[config.mk]
export PLATFORM = sky130hd
export DESIGN_NAME = serial_magnitude_accumulator_flat
export DESIGN_NICKNAME = d
export VERILOG_FILES = /design/src/rtl/serial_magnitude_accumulator_if.sv /design/src/rtl/serial_magnitude_accumulator.sv /design/src/flat_wrapper.sv
export SDC_FILE = /design/constraint.sdc
export NUM_CORES = 1
export LEC_CHECK = 0
export CAP_MARGIN = 15
export CORE_MARGIN = 2
export CORE_UTILIZATION = 39
export DETAILED_ROUTE_END_ITERATION = 8
export GPL_TIMING_DRIVEN = 0
export PLACE_DENSITY = 0.72
export RECOVER_POWER = 50
export SLEW_MARGIN = 40
export SYNTH_ARGS = -nofsm -noshare
export SYNTH_HDL_FRONTEND = slang
export SYNTH_SLANG_ARGS = --single-unit
[constraint.sdc]
create_clock -name clk -period 1.2 [get_ports clk]
set_input_delay 0.12 -clock clk [delete_from_list [all_inputs] [get_ports clk]]
set_output_delay 0.12 -clock clk [all_outputs]
set_load 0.02 [all_outputs]
[src/rtl/serial_magnitude_accumulator_if.sv]
// Handshake and result bundle between the bit-serial comparator front end and the accumulator.
// Ports: start/in_valid/in_eq/in_l/in_g flow from upstream; in_ready/busy/done/res_*/err/bits_seen flow back.
// master = upstream driver (shifter + one_bit_comparator), slave = serial_magnitude_accumulator.
interface serial_magnitude_accumulator_if #(
    parameter int WIDTH = 8
);
    localparam int CNT_W = $clog2(WIDTH + 1);

    logic             start;
    logic             in_valid;
    logic             in_eq;
    logic             in_l;
    logic             in_g;
    logic             in_ready;
    logic             busy;
    logic             done;
    logic             res_eq;
    logic             res_l;
    logic             res_g;
    logic             err;
    logic [CNT_W-1:0] bits_seen;

    modport master (
        output start, in_valid, in_eq, in_l, in_g,
        input  in_ready, busy, done, res_eq, res_l, res_g, err, bits_seen
    );

    modport slave (
        input  start, in_valid, in_eq, in_l, in_g,
        output in_ready, busy, done, res_eq, res_l, res_g, err, bits_seen
    );
endinterface

[src/rtl/serial_magnitude_accumulator.sv]
// Purpose: folds MSB-first per-bit eq/l/g flags into one registered WIDTH-bit magnitude verdict.
// Latency: done pulses the cycle after the WIDTH-th accepted bit; minimum start-to-start period WIDTH+2.
// Backpressure: in_ready is high only in RUN (decoded from registered state); in_valid gaps stretch the run.
// Ports: clk, rst (sync, active-high); bus (slave) carries start, in_* bit flags, in_ready, busy, done,
//        res_eq/res_l/res_g verdict, sticky err for non-one-hot bits, and bits_seen counter.
module serial_magnitude_accumulator #(
    parameter int WIDTH = 8
) (
    input  logic                         clk,
    input  logic                         rst,
    serial_magnitude_accumulator_if.slave bus
);
    localparam int CNT_W = $clog2(WIDTH + 1);

    localparam logic [1:0] S_IDLE = 2'd0;
    localparam logic [1:0] S_RUN  = 2'd1;
    localparam logic [1:0] S_DONE = 2'd2;

    logic [1:0]       state;
    logic             decided;
    logic             res_eq;
    logic             res_l;
    logic             res_g;
    logic             err;
    logic [CNT_W-1:0] bits_seen;

    logic accept;
    logic one_hot;
    logic decide_l;
    logic decide_g;
    logic last_bit;

    assign accept   = (state == S_RUN) & bus.in_valid;
    // Exactly one flag set: odd parity rules out the two-flag cases, the AND rules out all three.
    assign one_hot  = (bus.in_eq ^ bus.in_l ^ bus.in_g) & ~(bus.in_eq & bus.in_l & bus.in_g);
    assign decide_l = accept & ~decided & one_hot & bus.in_l;
    assign decide_g = accept & ~decided & one_hot & bus.in_g;
    assign last_bit = accept & (bits_seen == CNT_W'(WIDTH - 1));

    always_ff @(posedge clk) begin
        if (rst) begin
            state     <= S_IDLE;
            decided   <= 1'b0;
            res_eq    <= 1'b0;
            res_l     <= 1'b0;
            res_g     <= 1'b0;
            err       <= 1'b0;
            bits_seen <= '0;
        end else begin
            case (state)
                S_IDLE: begin
                    if (bus.start) begin
                        state     <= S_RUN;
                        decided   <= 1'b0;
                        res_eq    <= 1'b0;
                        res_l     <= 1'b0;
                        res_g     <= 1'b0;
                        err       <= 1'b0;
                        bits_seen <= '0;
                    end
                end
                S_RUN: begin
                    if (accept) begin
                        bits_seen <= bits_seen + 1'b1;
                        if (!one_hot) begin
                            err <= 1'b1;
                        end
                        if (decide_l) begin
                            res_l   <= 1'b1;
                            decided <= 1'b1;
                        end
                        if (decide_g) begin
                            res_g   <= 1'b1;
                            decided <= 1'b1;
                        end
                        // Include a decision made by this final bit so the verdict stays one-hot.
                        if (last_bit) begin
                            state  <= S_DONE;
                            res_eq <= ~(decided | decide_l | decide_g);
                        end
                    end
                end
                S_DONE: begin
                    state <= S_IDLE;
                end
                default: begin
                    state <= S_IDLE;
                end
            endcase
        end
    end

    assign bus.in_ready  = (state == S_RUN);
    assign bus.busy      = (state != S_IDLE);
    assign bus.done      = (state == S_DONE);
    assign bus.res_eq    = res_eq;
    assign bus.res_l     = res_l;
    assign bus.res_g     = res_g;
    assign bus.err       = err;
    assign bus.bits_seen = bits_seen;
endmodule
[src/flat_wrapper.sv]
// flat-port wrapper written by rule: the top's interface ports become plain ports
module serial_magnitude_accumulator_flat 
#(
    parameter int WIDTH = 8
)
  (clk, rst, bus_start, bus_in_valid, bus_in_eq, bus_in_l, bus_in_g, bus_in_ready, bus_busy, bus_done, bus_res_eq, bus_res_l, bus_res_g, bus_err, bus_bits_seen);
  serial_magnitude_accumulator_if #(.WIDTH(WIDTH)) bus_i ();
  input  logic clk;
  input  logic rst;
  input wire logic [$bits(bus_i.start)-1:0] bus_start;
  input wire logic [$bits(bus_i.in_valid)-1:0] bus_in_valid;
  input wire logic [$bits(bus_i.in_eq)-1:0] bus_in_eq;
  input wire logic [$bits(bus_i.in_l)-1:0] bus_in_l;
  input wire logic [$bits(bus_i.in_g)-1:0] bus_in_g;
  output wire logic [$bits(bus_i.in_ready)-1:0] bus_in_ready;
  output wire logic [$bits(bus_i.busy)-1:0] bus_busy;
  output wire logic [$bits(bus_i.done)-1:0] bus_done;
  output wire logic [$bits(bus_i.res_eq)-1:0] bus_res_eq;
  output wire logic [$bits(bus_i.res_l)-1:0] bus_res_l;
  output wire logic [$bits(bus_i.res_g)-1:0] bus_res_g;
  output wire logic [$bits(bus_i.err)-1:0] bus_err;
  output wire logic [$bits(bus_i.bits_seen)-1:0] bus_bits_seen;
  assign bus_i.start = bus_start;
  assign bus_i.in_valid = bus_in_valid;
  assign bus_i.in_eq = bus_in_eq;
  assign bus_i.in_l = bus_in_l;
  assign bus_i.in_g = bus_in_g;
  assign bus_in_ready = bus_i.in_ready;
  assign bus_busy = bus_i.busy;
  assign bus_done = bus_i.done;
  assign bus_res_eq = bus_i.res_eq;
  assign bus_res_l = bus_i.res_l;
  assign bus_res_g = bus_i.res_g;
  assign bus_err = bus_i.err;
  assign bus_bits_seen = bus_i.bits_seen;
  serial_magnitude_accumulator #(.WIDTH(WIDTH)) u_core (.clk(clk), .rst(rst), .bus(bus_i));
endmodule
# Yosys cells after proc, flatten, opt, wreduce, memory -nomap -nowiden
# Cells that the tools add are included.
# classes
n_bitwise	16
reduce_logical	10
shift	0
n_mul	0
mux	23
n_div	0
n_eq_ne	10
magnitude_cmp	0
addsub	1
# op_table
operator	count
4-bit AND reduction	5
1-bit two-way mux	11
1-bit one-hot mux with 2 select lines	5
1-bit bitwise AND	9
4-bit two-way mux	2
2-bit by 1-bit inequality test with 1-bit output, second input constant	4
4-bit one-hot mux with 2 select lines	1
2-bit two-way mux	3
3-bit AND reduction	2
4-bit by 1-bit adder with 4-bit output, second input constant	1
4-bit by 3-bit == test with 1-bit output, second input constant	1
2-bit inequality test, second input constant	2
2-bit one-hot mux with 2 select lines	1
2-bit nonzero test	2
3-bit by 1-bit inequality test with 1-bit output, second input constant	1
1-bit NOT	3
2-bit by 1-bit == test with 1-bit output, second input constant	1
2-bit == test, second input constant	1
2-bit logical NOT	1
1-bit bitwise OR	2
1-bit bitwise XOR	2
# totals
romBits	0
register_bits	11
wordCells	67
ramBits	0
input_bits	7
latchBits	0
n_memories	0

# Depth between registers and ports, before layout
# logic_depth
ltp_word	12
mapped_depth	5
depth_no_buf	4

# Least setup slack after synthesis
# No wires, ideal clock.
# synth_path
path_type	reg-to-reg
start	register u_core.state[0]
end	register u_core.bits_seen[3] (netlist: u_core.bus.bits_seen[3])
t_required_ps	1130
path_slack_ps	-25
path_buffers	1
arrival_time_ps	1155
synth_period_minus_slack_ps	1225
setup_ps	70
stages_incl_launch_ff	5
cell_sequence	dfxtp_1 > buf_6 > mux2i_1 > or4_1 > a21oi_1
# synth_via
elab_chain_len	4
# synth_rtl
item	line_no	rtl
from (decl)	serial_magnitude_accumulator.sv:19	logic [1:0] state;
from (signal assigned)	serial_magnitude_accumulator.sv:42	state <= S_IDLE;
from (signal assigned)	serial_magnitude_accumulator.sv:53	state <= S_RUN;
from (signal assigned)	serial_magnitude_accumulator.sv:78	state <= S_DONE;
2-bit by 1-bit == test with 1-bit output	serial_magnitude_accumulator.sv:33, serial_magnitude_accumulator.sv:50	
1-bit bitwise AND	serial_magnitude_accumulator.sv:33	assign accept = (state == S_RUN) & bus.in_valid;
2-bit by 1-bit inequality test with 1-bit output (no source line)	n/a	
3-bit AND reduction (no source line)	n/a	
to (signal assigned)	serial_magnitude_accumulator.sv:64	bits_seen <= bits_seen + 1'b1;
to (decl)	serial_magnitude_accumulator.sv:25	logic [CNT_W-1:0] bits_seen;
# Parallel ways exist; a longest one is shown, timed or not.
# A chain may end at the register's enable or synchronous reset.

# Final worst setup path
# Ends and elaborated chain as after synthesis.

==> flow_metrics.env <==
export IMPL_status="finished with violations"
export IMPL_violations="setup timing"
export IMPL_drive_gt1_share_pct=37.50
export IMPL_postPlaceCellArea_um2=764.5
export IMPL_clock_path_buffers=2
export IMPL_synthCells=60
export IMPL_die_w_um=42.46
export IMPL_clock_skew_ns=0.003009
export IMPL_ys_top_cells_by_area="dfxtp_1, nand4b_1, ha_1, nor2b_1, nor3b_2"
export IMPL_clkTransAtPathRegs_ns=0.07
export IMPL_root_buffer="clkbuf_4"
export IMPL_synth_distinct_cells=32
export IMPL_hp_class="input port to flip-flop"
export IMPL_cts_sinks=11
export IMPL_cap_violations=0
export IMPL_async_flop_share_pct=0
export IMPL_grt_max_degree=11
export IMPL_synth_main_ff_cell="dfxtp_1"
export IMPL_pre_cts_ws_ns=-0.4673
export IMPL_ys_seq_area_share_pct=38.18
export IMPL_critical_path_class="flip-flop to flip-flop"
export IMPL_power_density_nw_per_um2=901.6
export IMPL_initial_core_util_pct=43.25
export IMPL_finalWorstSetupSlack_ns=-0.06458
export IMPL_final_cell_mix="dlygate4sd2_1, buf_4, dfxtp_1"
export IMPL_clk_latency_ns=0.27
export IMPL_drtPass1Iterations=4
export IMPL_cts_tree="built"
export IMPL_antenna_left=0
export IMPL_crit_path_end_kind="flip-flop"
export IMPL_r2r_start="u_core.state[0]"
export IMPL_via_per_inst=5.233
export IMPL_syn_area_per_cell_um2=9.613
export IMPL_antenna_found_initial=0
export IMPL_netlist_area_um2=576.8
export IMPL_die_h_um=42.46
export IMPL_synth_top_area_cell="dfxtp_1"
export IMPL_final_nets=98
export IMPL_rows=13
export IMPL_grt_pass1_wl_mm=2.304
export IMPL_diodes=0
export IMPL_areaGrowthSynthToFinish_pct=62.47
export IMPL_min_period_ns=1.265
export IMPL_grt_pass1_vias=516
export IMPL_crit_fanout=6
export IMPL_cts_inserted_buffers=3
export IMPL_hold_end="u_core.bus.res_l"
export IMPL_dp_hpwl_um=889.5
export IMPL_layout_commonest_cell="dlygate4sd2_1"
export IMPL_first_iter_violations=7
export IMPL_ys_warn_count=0
export IMPL_routabilityCongestion=0.6950
export IMPL_slew_headroom_pct=80.54
export IMPL_synth_top_area_share_pct=38.18
export IMPL_setup_tns_ns=-0.1870
export IMPL_p_leak_nw=0.3976
export IMPL_multi_input_area_um2=392.9
export IMPL_die_area_um2=1802
export IMPL_synth_edf_count=0
export IMPL_portBuffers=16
export IMPL_post_route_period_util_pct=105.4
export IMPL_grt_ovfl_total=0
export IMPL_tightest_slew_ns=0.2893
export IMPL_min_path_cells=3
export IMPL_start_kind="flip-flop"
export IMPL_rsz0062_at_grt="yes"
export IMPL_fmax_ghz=0.7908
export IMPL_regArea_um2=226.5
export IMPL_finalHoldViolations=0
export IMPL_worstPathArrival_ns=1.47
export IMPL_io_pin_count=18
export IMPL_reg2reg_to="u_core.bus.bits_seen[3]"
export IMPL_fillCellCount=112
export IMPL_reg2reg_depth=4
export IMPL_post_route_drc_count=0
export IMPL_finalSetupViolCount=4
export IMPL_r2r_slack_ns=-0.06
export IMPL_core_um2=1334
export IMPL_wl_per_cell_um=13.04
export IMPL_cp_required_ns=1.41
export IMPL_drv_slew=0
export IMPL_hold_start="bus_in_valid"
export IMPL_grt_use_total_pct=16.96
export IMPL_htreeDepth=1
export IMPL_fin_area_um2=937.1
export IMPL_syn_num_nets=69
export IMPL_dr_total_vias=539
export IMPL_ys_ff_latch=11
export IMPL_wirelength_mm=1.343
export IMPL_fin_util_pct=70.26
export IMPL_ir_drop_mv=0.6000
kinds of logic after synthesis:
| logic type | after synthesis | share of synthesized area [%] |
|---|---|---|
| AO/OA/AOI/OAI | 11 | 12.80 |
| AND/OR/NAND/NOR | 28 | 34.71 |
| multiplexers | 1 | 1.735 |
| flip-flops | 11 | 38.18 |
| XOR/XNOR | 2 | 3.037 |
| buffers and inverters | 5 | 5.206 |
| adder cells (fa/ha/maj) | 2 | 4.338 |
worst max-delay path, stage by stage (launching register included):
cell	delay, ns
dfxtp_2	0.32
buf_6	0.13
mux2i_4	0.20
or4_1	0.42
a21oi_2	0.13
through the flow:
| step | total power (W) | hold WS [ns] | instances |
|---|---|---|---|
| CTS | 0.0008385 | 0.1880 | 100 |
| floorplan | 0.0004879 | 0.1891 | 60 |
| global route | 0.0008931 | 0.2102 | 103 |
| global placement | 0.0005445 | 0.4399 | 91 |
| finish | 0.0008449 | 0.1930 | 103 |
| detailed placement | 0.0005466 | 0.4433 | 91 |
state kept, by name (all words and copies together), names as in the netlist:
name,flops
u_core.bus.bits_seen,4
u_core.state,2
u_core.bus.err,1
u_core.bus.res_eq,1
u_core.bus.res_g,1
u_core.bus.res_l,1
u_core.decided,1
worst max path at each step:
stage                     slack (ns)  depth (start not counted)       startpoint                       to
after CTS                      -0.07                          3  u_core.state[1]                 bus_busy
after global placement         -0.44                          5         bus_in_l           u_core.bus.err
after global routing           -0.11                          4  u_core.state[0]  u_core.bus.bits_seen[3]
final                          -0.06                          4  u_core.state[0]  u_core.bus.bits_seen[3]
after floorplan                -0.01                          4  u_core.state[0]  u_core.bus.bits_seen[3]
after detailed placement       -0.47                          5         bus_in_l           u_core.bus.err
what timing repair did:
action                                  4_1_cts  5_1_grt
pin swaps                                     6        4
hold buffers                                  0        0
resized for setup                            39        9
buffers inserted                              5        3
endpoints found under the setup margin       18        9
metal layers:
metal	up-vias	wire length, um	GRT usage, %
li1	278	-	-
met1	249	598	18.96
met2	12	669	28.92
met3	0	75	6.897
met4	0	0	5.625
met5	-	0	0
report_power, final:
part | internal (W) | total (W) | leakage [nW] | switching, W
sequential | 0.000376 | 0.000384 | 0.0910 | 0.00000794
combinational | 0.000118 | 0.000208 | 0.292 | 0.0000905
clock | 0.000129 | 0.000253 | 0.0150 | 0.000124
cell usage after synthesis (2+ instances only):
| master | count |
|---|---|
| ha_1 | 2 |
| dfxtp_1 | 11 |
| nor2b_1 | 4 |
| clkbuf_1 | 2 |
| nand4b_1 | 4 |
| xor2_1 | 2 |
| nor3b_2 | 2 |
| nand3_1 | 2 |
| a21oi_1 | 4 |
| nor2_1 | 5 |
layout make-up:
type,count,share of cell area (%)
Tap cell,15,2.003
Clock buffer,4,2.804
Multi-Input combinational cell,44,41.92
Buffer,4,5.207
Timing Repair Buffer,24,23.50
Sequential cell,11,24.17
Inverter,1,0.4005
Note: power is estimated with default switching activity, not from simulation.
